## src/rtl/pulse_train_gen.sv

```systemverilog
// Moore pulse-train source: on start, emits `count` one-cycle pulses on x_out separated by
// `gap` low cycles, then a one-cycle done strobe, then returns to idle.
module pulse_train_gen (
  input  logic       clk,
  input  logic       rst,
  input  logic       start,
  input  logic [2:0] count,
  input  logic [1:0] gap,
  output logic       x_out,
  output logic       busy,
  output logic       done
);

  typedef enum logic [1:0] {StIdle, StPulse, StGap, StFin} state_e;

  state_e     state_q, state_d;
  logic [2:0] rem_q, rem_d;
  logic [1:0] gcnt_q, gcnt_d;
  logic [1:0] gap_l_q, gap_l_d;

  always_comb begin
    state_d = state_q;
    rem_d   = rem_q;
    gcnt_d  = gcnt_q;
    gap_l_d = gap_l_q;
    case (state_q)
      StIdle: begin
        if (start) begin
          if (count != 3'd0) begin
            state_d = StPulse;
            rem_d   = count;
            gap_l_d = gap;
          end else begin
            state_d = StFin;
          end
        end
      end
      StPulse: begin
        rem_d = rem_q - 3'd1;
        if (rem_q == 3'd1) begin
          state_d = StFin;
        end else if (gap_l_q == 2'd0) begin
          state_d = StPulse;
        end else begin
          state_d = StGap;
          gcnt_d  = gap_l_q;
        end
      end
      StGap: begin
        gcnt_d = gcnt_q - 2'd1;
        if (gcnt_q == 2'd1) begin
          state_d = StPulse;
        end
      end
      StFin:   state_d = StIdle;
      default: state_d = StIdle;
    endcase
  end

  // Outputs are registered from the next state so they track state_q exactly (Moore).
  always_ff @(posedge clk) begin
    if (!rst) begin
      state_q <= StIdle;
      rem_q   <= 3'd0;
      gcnt_q  <= 2'd0;
      gap_l_q <= 2'd0;
      x_out   <= 1'b0;
      busy    <= 1'b0;
      done    <= 1'b0;
    end else begin
      state_q <= state_d;
      rem_q   <= rem_d;
      gcnt_q  <= gcnt_d;
      gap_l_q <= gap_l_d;
      x_out   <= (state_d == StPulse);
      busy    <= (state_d != StIdle);
      done    <= (state_d == StFin);
    end
  end

endmodule

```

## config.mk

```make
export PLATFORM = sky130hd
export DESIGN_NAME = pulse_train_gen
export DESIGN_NICKNAME = d
export VERILOG_FILES = /design/src/rtl/pulse_train_gen.sv
export SDC_FILE = /design/constraint.sdc
export NUM_CORES = 1
export LEC_CHECK = 0
export CAP_MARGIN = 20
export CORE_AREA = 2 2 39 41
export CTS_CLUSTER_DIAMETER = 200
export DETAILED_ROUTE_END_ITERATION = 6
export DIE_AREA = 0 0 41 43
export PLACE_DENSITY = 0.82
export SLEW_MARGIN = 20
export SYNTH_ARGS = -nofsm -noshare
export SYNTH_HDL_FRONTEND = slang
export SYNTH_SLANG_ARGS = --single-unit
```

## constraint.sdc

```tcl
create_clock -name clk -period 2.2 [get_ports clk]
set_input_delay 0.44 -clock clk [delete_from_list [all_inputs] [get_ports clk]]
set_output_delay 0.44 -clock clk [all_outputs]
set_load 0.02 [all_outputs]
```

==> results of run 1 <==
==> logic make-up after synthesis <==
family          after synthesis  share of synthesized area
compound gates               19                      0.210
buf+inv                       7                     0.0567
simple gates                 25                      0.257
xor+xnor                      2                     0.0265
mux                           2                     0.0302
fa+ha+maj                     3                     0.0567
flops                        12                      0.363
==> through the flow <==
step	setup slack (ns)	util	instances	power, mW	hold slack, ns
global placement	0.466	0.549	93	0.461	0.446
floorplan	0.967	-	70	0.419	0.440
detailed placement	0.450	0.549	93	0.468	0.457
CTS	0.560	0.565	96	0.600	0.468
global route	0.538	0.565	96	0.637	0.482
finish	0.577	0.565	96	0.590	0.464
==> cells in the final DEF, fill, tap and decap left out <==
| master | instances |
|---|---|
| a21oi_1 | 2 |
| nor3_2 | 1 |
| a21boi_2 | 1 |
| o21ai_1 | 2 |
| nor3b_1 | 2 |
| o21a_2 | 1 |
| xor2_1 | 2 |
| and2b_4 | 1 |
| nand3b_1 | 2 |
| clkbuf_4 | 3 |
| a211o_1 | 1 |
| nand2b_4 | 1 |
| a31oi_1 | 2 |
| o21ai_0 | 4 |
| and3b_1 | 2 |
| clkdlybuf4s50_1 | 10 |
| a21boi_1 | 1 |
| nor3b_2 | 1 |
| o221a_1 | 1 |
| dfxtp_1 | 12 |
| nor2_1 | 2 |
| nand2b_1 | 3 |
| inv_1 | 4 |
| and2_1 | 1 |
| nand2_1 | 5 |
| nor2b_1 | 4 |
| a211oi_2 | 1 |
| a21oi_2 | 2 |
| ha_1 | 3 |
| mux2i_1 | 2 |
| o2bb2ai_1 | 1 |
==> area by class of cell <==
class	instances	area share
well taps	16	0.0256
inverters	4	0.0192
multi-input cells	51	0.491
flip-flops and latches	12	0.307
clock buffers	3	0.0288
repair buffers	10	0.128
==> power breakdown <==
part	leakage (nW)	switching [mW]	internal (mW)
logic	0.193	0.0864	0.0952
registers	0.0990	0.0312	0.248
clock network	0.0138	0.0653	0.0631
==> layer usage <==
metal | track usage | vias to the layer above
met5 | 0 | -
met4 | 0.100 | 0
met3 | 0.0471 | 2
met2 | 0.253 | 5
met1 | 0.188 | 244
li1 | - | 263
==> path summary, 6_finish.rpt <==
path,from,endpoint,slack (ns),cells past startpoint
max reg2reg,rem_q[1],x_out,0.83,6
min reg2reg,rem_q[1],rem_q[1],0.46,2
max,done,done,0.58,1
min,rem_q[1],rem_q[1],0.46,2
==> worst register-to-register path: stages, from the launching register on <==
cell and delay [ns]:
dfxtp_1 0.33, inv_1 0.06, ha_1 0.17, nand2b_1 0.14, o21ai_0 0.14, a21oi_2 0.23, and3b_1 0.20
==> state kept, by name, summed over array words and instances (netlist names) <==
name and count:
rem_q 3, gap_l_q 2, gcnt_q 2, state_q 2, busy 1, done 1, x_out 1
==> impl_table.tex, run 1 <==
\begin{tabular}{lr}
\hline
Metric & Value \\
\hline
\multicolumn{2}{l}{\textbf{Placement}} \\
Final HPWL from detailed placement & 916 µm \\
Area after DPL & 759 µm² \\
Routability cong. & 0.682 \\
Count of buffers from port buffering & 10 \\
\multicolumn{2}{l}{\textbf{Clock network}} \\
Hold buffers post-CTS & 0 \\
Clk root buf & clkbuf\_4 \\
Clock Latency Late Sink & $\sim$0.27 ns \\
Maximum root-to-sink buffer count & 2 \\
Number of clock buffers inserted by TritonCTS & 3 \\
Max H-tree Level & 1 \\
\# Post-CTS Setup Buffers & 0 \\
Clock transition at the register clock pins on the worst setup and hold paths after CTS & 0.07 ns \\
Cts repair resizes & 0 \\
Number of sinks on the clock net & 12 \\
TritonCTS clock tree & built \\
\multicolumn{2}{l}{\textbf{GRT}} \\
Largest net degree at the start of global routing & 13 \\
Initial antenna violation count & 0 \\
Total overflow reported by the global router & 0 \\
First-pass GRT wire length & 1890 µm \\
Via count of the first global-routing pass & roughly 460 \\
Total Routing Usage GR & 0.164 \\
\multicolumn{2}{l}{\textbf{Routing}} \\
Max Used Layer & met4 \\
Routed wl met2 & 575 µm \\
Total met3 wirelength after detailed routing & about 26 µm \\
Post-detailed-route DRC marker count & 0 \\
Post-route ant nets & 0 \\
Via count normalized by instance count & $\sim$5.4 \\
Via count & a little over 500 \\
Detailed-route wire length per cell & $\sim$12 µm \\
Count of routing violations after the opening detailed-route iteration & 3 \\
Wirelength, routed & about 1100 µm \\
Met1 wire length & around 530 µm \\
Drt pass-1 iters & 4 \\
\multicolumn{2}{l}{\textbf{Yosys}} \\
Syn Inst Count & 70 \\
Netlist area before placement & between 600 and 700 µm² \\
Number of synthesis warnings & 0 \\
Biggest area consumer among synthesized cells & dfxtp\_1 \\
Net count of the mapped netlist & around 80 \\
Fraction of registers with async set/reset & 0 \\
Number of synthesized flops with an enable pin & 0 \\
Top area cells in the synthesized netlist & dfxtp\_1, ha\_1, nor2b\_1 \\
Primary FF master, synth & dfxtp\_1 \\
Mean area per synthesized cell & 9.46 µm² \\
Number of register bits inferred by synthesis & 12 \\
Share of Yosys cell area claimed by the top area cell type & 0.363 \\
Most frequent cells after synthesis & dfxtp\_1, nand2\_1, inv\_1, nor2b\_1, o21ai\_0 \\
Seq/Total Area, Yosys & 0.363 \\
Distinct cells, synth & 32 \\
Most frequent cell after synthesis & dfxtp\_1 \\
\multicolumn{2}{l}{\textbf{Flow run}} \\
Max\_cap viols & 0 \\
\multicolumn{2}{l}{\textbf{Status}} \\
Outcome & finished, final reports clean \\
\multicolumn{2}{l}{\textbf{Floorplanning}} \\
Die Y-Extent & 43 µm \\
Ports placed on the boundary & 11 \\
Die Span X & about 40 µm \\
Initial core utilization & 0.478 \\
Number of cell rows & 14 \\
Core area & about 0.0014 mm² \\
Area enclosed by the die boundary & roughly 0.0018 mm² \\
\multicolumn{2}{l}{\textbf{Critical path}} \\
Worst path cell trace & clkdlybuf4s50\_1 \\
Highest-delay cell along the critical path & clkdlybuf4s50\_1 \\
Worst Path Required & approximately 1.8 ns \\
Critical Path AT & about 1.2 ns \\
Kind of launch point of the worst setup path & flip-flop \\
Classification of the worst setup path & reg -> out \\
Critical path endpoint category & primary output \\
Category of cells accounting for the largest share of critical-path delay & buffers and inverters \\
CP Buf/Inv Count & 1 \\
Slowest cell delay on critical path & about 0.60 ns \\
Maximum fanout count along the critical path & 1 \\
\multicolumn{2}{l}{\textbf{Finish}} \\
Sequential cell area in the final layout & 240 µm² \\
Final design area excluding fillers & just under 800 µm² \\
Synthesis-to-layout area growth & 18.1\% \\
Share of final-layout standard cells stronger than drive strength 1 & 0.150 \\
Count of filler cells inserted in the layout & between 100 and 150 \\
NumNets Final & between 90 and 100 \\
N\_diodes & 0 \\
Multi-input gate area & about 380 µm² \\
\multicolumn{2}{l}{\textbf{Pwr}} \\
Power per cell area & 754 mW/mm² \\
Total leakage power & a little over 0.3 nW \\
Largest voltage drop on the vdd net & between 0.0003 and 0.0004 V \\
\multicolumn{2}{l}{\textbf{Timing}} \\
Setup TNS after final layout & 0 ns \\
Slew HR & 0.724 \\
FMAX & between 0.6 and 0.7 GHz \\
Hold Fails Final Rpt & 0 \\
Final worst-path cycle share & 0.738 \\
Clock period minus final worst setup slack & 1.62 ns \\
Setup repair after global routing missed its margin & no \\
Transition at the pin with the smallest max-transition slack & between 0.4 and 0.5 ns \\
Final Setup Violations & 0 \\
Worst clock skew on the final layout & 0.0113 ns \\
Count of final max-slew check failures & 0 \\
\multicolumn{2}{l}{\textbf{Min path}} \\
Worst min-delay path class & reg -> reg \\
\hline
\end{tabular}
No activity file was read; power rests on OpenSTA's default activity.
==> inputs of run 2 (changes only) <==
- CORE_AREA: 2 2 39 41 -> default
- CORE_MARGIN: default -> 2
- CORE_UTILIZATION: default -> 45
- DIE_AREA: 0 0 41 43 -> default
- PLACE_DENSITY: 0.82 -> 0.79
- clock period: 2.2 -> 1.46 ns (I/O delays scaled with it)
==> run 2 against run 1 <==
Global-route usage is 1.0 points lower; die area is 1.7% higher; non-clock buffer count is 5 higher; highest routed layer unchanged; total power is 56% higher.
==> impl_table.tex, run 2 (synthesis results as in run 1) <==
\begin{tabular}{lr}
\hline
Metric & Value \\
\hline
\multicolumn{2}{l}{\textbf{Finish}} \\
Multi-input gate area & 392 µm² (was 384 µm²) \\
Final design area excluding fillers & 822 µm² (was 782 µm²) \\
Count of filler cells inserted in the layout & 120 (was 131) \\
Sequential cell area in the final layout & 240 µm² (unchanged) \\
N\_diodes & 0 (unchanged) \\
Synthesis-to-layout area growth & 24.2\% (was 18.1\%) \\
Most frequent cells in the layout & dfxtp\_1, clkdlybuf4s50\_1, nand2\_1, buf\_4 (was dfxtp\_1, clkdlybuf4s50\_1, nand2\_1) \\
Most common cell after layout, fill and taps aside & dfxtp\_1 (unchanged) \\
Share of the core filled with cells in the final layout & 0.616 (was 0.565) \\
Share of final-layout standard cells stronger than drive strength 1 & 0.200 (was 0.150) \\
Largest Register & rem\_q (unchanged) \\
Flip-flop count of the largest register, all copies and words added & 3 (unchanged) \\
NumNets Final & 98 (was 93) \\
\multicolumn{2}{l}{\textbf{Timing}} \\
Worst hold slack & 0.468 ns (was 0.464 ns) \\
Clock period minus final worst setup slack & around 1.4 ns \\
Final worst-path cycle share & 0.938 \\
Slew HR & 0.744 (was 0.724) \\
Setup TNS after final layout & 0 ns (unchanged) \\
FMAX & $\sim$0.73 GHz \\
Transition at the pin with the smallest max-transition slack & 0.383 ns (was 0.413 ns) \\
Count of final max-slew check failures & 0 (unchanged) \\
Hold Fails Final Rpt & 0 (unchanged) \\
Setup repair after global routing missed its margin & no (unchanged) \\
Final Setup Violations & 0 (unchanged) \\
Worst clock skew on the final layout & 0.00719 ns (was 0.0113 ns) \\
\multicolumn{2}{l}{\textbf{Pwr}} \\
Largest voltage drop on the vdd net & 0.000691 V (was 0.000369 V) \\
Total design power & 0.922 mW (was 0.590 mW) \\
Total leakage power & 0.344 nW (was 0.306 nW) \\
Power per cell area & 1120 mW/mm² (was 754 mW/mm²) \\
\multicolumn{2}{l}{\textbf{Floorplanning}} \\
Area enclosed by the die boundary & 0.00179 mm² (was 0.00176 mm²) \\
Core area & 0.00133 mm² (was 0.00138 mm²) \\
Initial core utilization & 0.496 (was 0.478) \\
Die Y-Extent & 42.4 µm (was 43 µm) \\
Die Span X & 42.4 µm (was 41 µm) \\
Ports placed on the boundary & 11 (unchanged) \\
Number of cell rows & 13 (was 14) \\
\multicolumn{2}{l}{\textbf{Routing}} \\
Total met3 wirelength after detailed routing & 52 µm (was 26 µm) \\
Post-detailed-route DRC marker count & 0 (unchanged) \\
Drt pass-1 iters & 4 (unchanged) \\
Post-route ant nets & 0 (unchanged) \\
Count of routing violations after the opening detailed-route iteration & 12 (was 3) \\
Detailed-route wire length per cell & 12.4 µm (was 11.9 µm) \\
Via count & 519 (was 514) \\
Met1 wire length & 649 µm (was 529 µm) \\
Max Used Layer & met4 (unchanged) \\
Via count normalized by instance count & 5.19 (was 5.35) \\
Wirelength, routed & 1240 µm (was 1150 µm) \\
Routed wl met2 & 521 µm (was 575 µm) \\
\multicolumn{2}{l}{\textbf{Clock network}} \\
Maximum root-to-sink buffer count & 2 (unchanged) \\
Number of clock buffers inserted by TritonCTS & 3 (unchanged) \\
TritonCTS clock tree & built (unchanged) \\
Clk root buf & clkbuf\_4 (unchanged) \\
Hold buffers post-CTS & 0 (unchanged) \\
Clock transition at the register clock pins on the worst setup and hold paths after CTS & 0.07 ns (about the same) \\
Clock Latency Late Sink & 0.26 ns (was 0.27 ns) \\
Max H-tree Level & 1 (unchanged) \\
Number of sinks on the clock net & 12 (unchanged) \\
\multicolumn{2}{l}{\textbf{Critical path}} \\
Critical path endpoint category & flip-flop (was primary output) \\
Worst Path Required & 1.61 ns (was 1.76 ns) \\
Depth of the most critical reg-to-reg path & 5 (was 6) \\
Kind of launch point of the worst setup path & primary input (was flip-flop) \\
Maximum fanout count along the critical path & 3 (was 1) \\
Classification of the worst setup path & in -> reg (was reg -> out) \\
Critical Path AT & 1.52 ns (was 1.18 ns) \\
\multicolumn{2}{l}{\textbf{Min path}} \\
Cell count of the worst hold path & 2 (unchanged) \\
Worst min-delay path class & reg -> reg (unchanged) \\
\multicolumn{2}{l}{\textbf{Placement}} \\
Routability cong. & 0.725 (was 0.682) \\
Final HPWL from detailed placement & 931 µm (was 916 µm) \\
Count of buffers from port buffering & 10 (unchanged) \\
Area after DPL & 788 µm² (was 759 µm²) \\
\multicolumn{2}{l}{\textbf{GRT}} \\
Total overflow reported by the global router & 0 (unchanged) \\
Via count of the first global-routing pass & 494 (was 457) \\
First-pass GRT wire length & 2060 µm (was 1890 µm) \\
Total Routing Usage GR & 0.154 (was 0.164) \\
Initial antenna violation count & 0 (unchanged) \\
Largest net degree at the start of global routing & 13 (unchanged) \\
\multicolumn{2}{l}{\textbf{Status}} \\
Outcome & finished, final reports clean (unchanged) \\
\multicolumn{2}{l}{\textbf{Flow run}} \\
Max\_cap viols & 0 (unchanged) \\
\hline
\end{tabular}
run 2: cell types whose count changed in the layout (fill, tap and decap cells not counted):
| cell | change |
|---|---|
| clkdlybuf4s50_1 | -3 |
| dlygate4sd2_1 | +3 |
| a211oi_4 | +1 |
| buf_4 | +5 |
| a211oi_2 | -1 |
run 2: routing by layer:
layer	track usage	vias to the layer above
li1	-	274
met1	0.208	232
met2	0.215	11
met3	0.0388	2
met4	0.0938	0
met5	0	-
run 2: area by class of cell:
type / count / area share
Tap cell: 15 / 0.0228
Multi-Input combinational cell: 51 / 0.476
Sequential cell: 12 / 0.292
Timing Repair Buffer: 15 / 0.163
Inverter: 4 / 0.0183
Clock buffer: 3 / 0.0274
run 2: worst paths after layout:
path,start,end,slack [ns]
setup / recovery,count[1],gap_l_q[0],0.09
hold / removal,rem_q[1],rem_q[1],0.47
setup reg to reg,state_q[1],x_out,0.11
hold reg to reg,rem_q[1],rem_q[1],0.47
run 2: repair_timing:
item                       4_1_cts  5_1_grt
gates resized for setup          3        1
buffers inserted                 0        1
pin swaps                        0        1
setup endpoints to repair        3        2
cloned                           0        0
run 2: power breakdown:
group | total [mW] | leakage (nW) | switching [mW] | internal (mW)
combinational | 0.311 | 0.231 | 0.149 | 0.162
sequential | 0.416 | 0.0990 | 0.0416 | 0.374
clock | 0.196 | 0.0138 | 0.100 | 0.0952
total | 0.922 | 0.344 | 0.291 | 0.632
run 2: metrics by stage:
stage / std cells / setup WS [ns]
floorplan: 70 / 0.227
global placement: 96 / -0.0922
detailed placement: 96 / -0.128
CTS: 99 / 0.0675
global route: 100 / 0.0179
finish: 100 / 0.0902
run 2: worst max-delay path: stages:
cell,delay (ns)
clkdlybuf4s50_1,0.44
nor3_2,0.30
nand2b_1,0.23
mux2i_1,0.21
nor2b_1,0.06
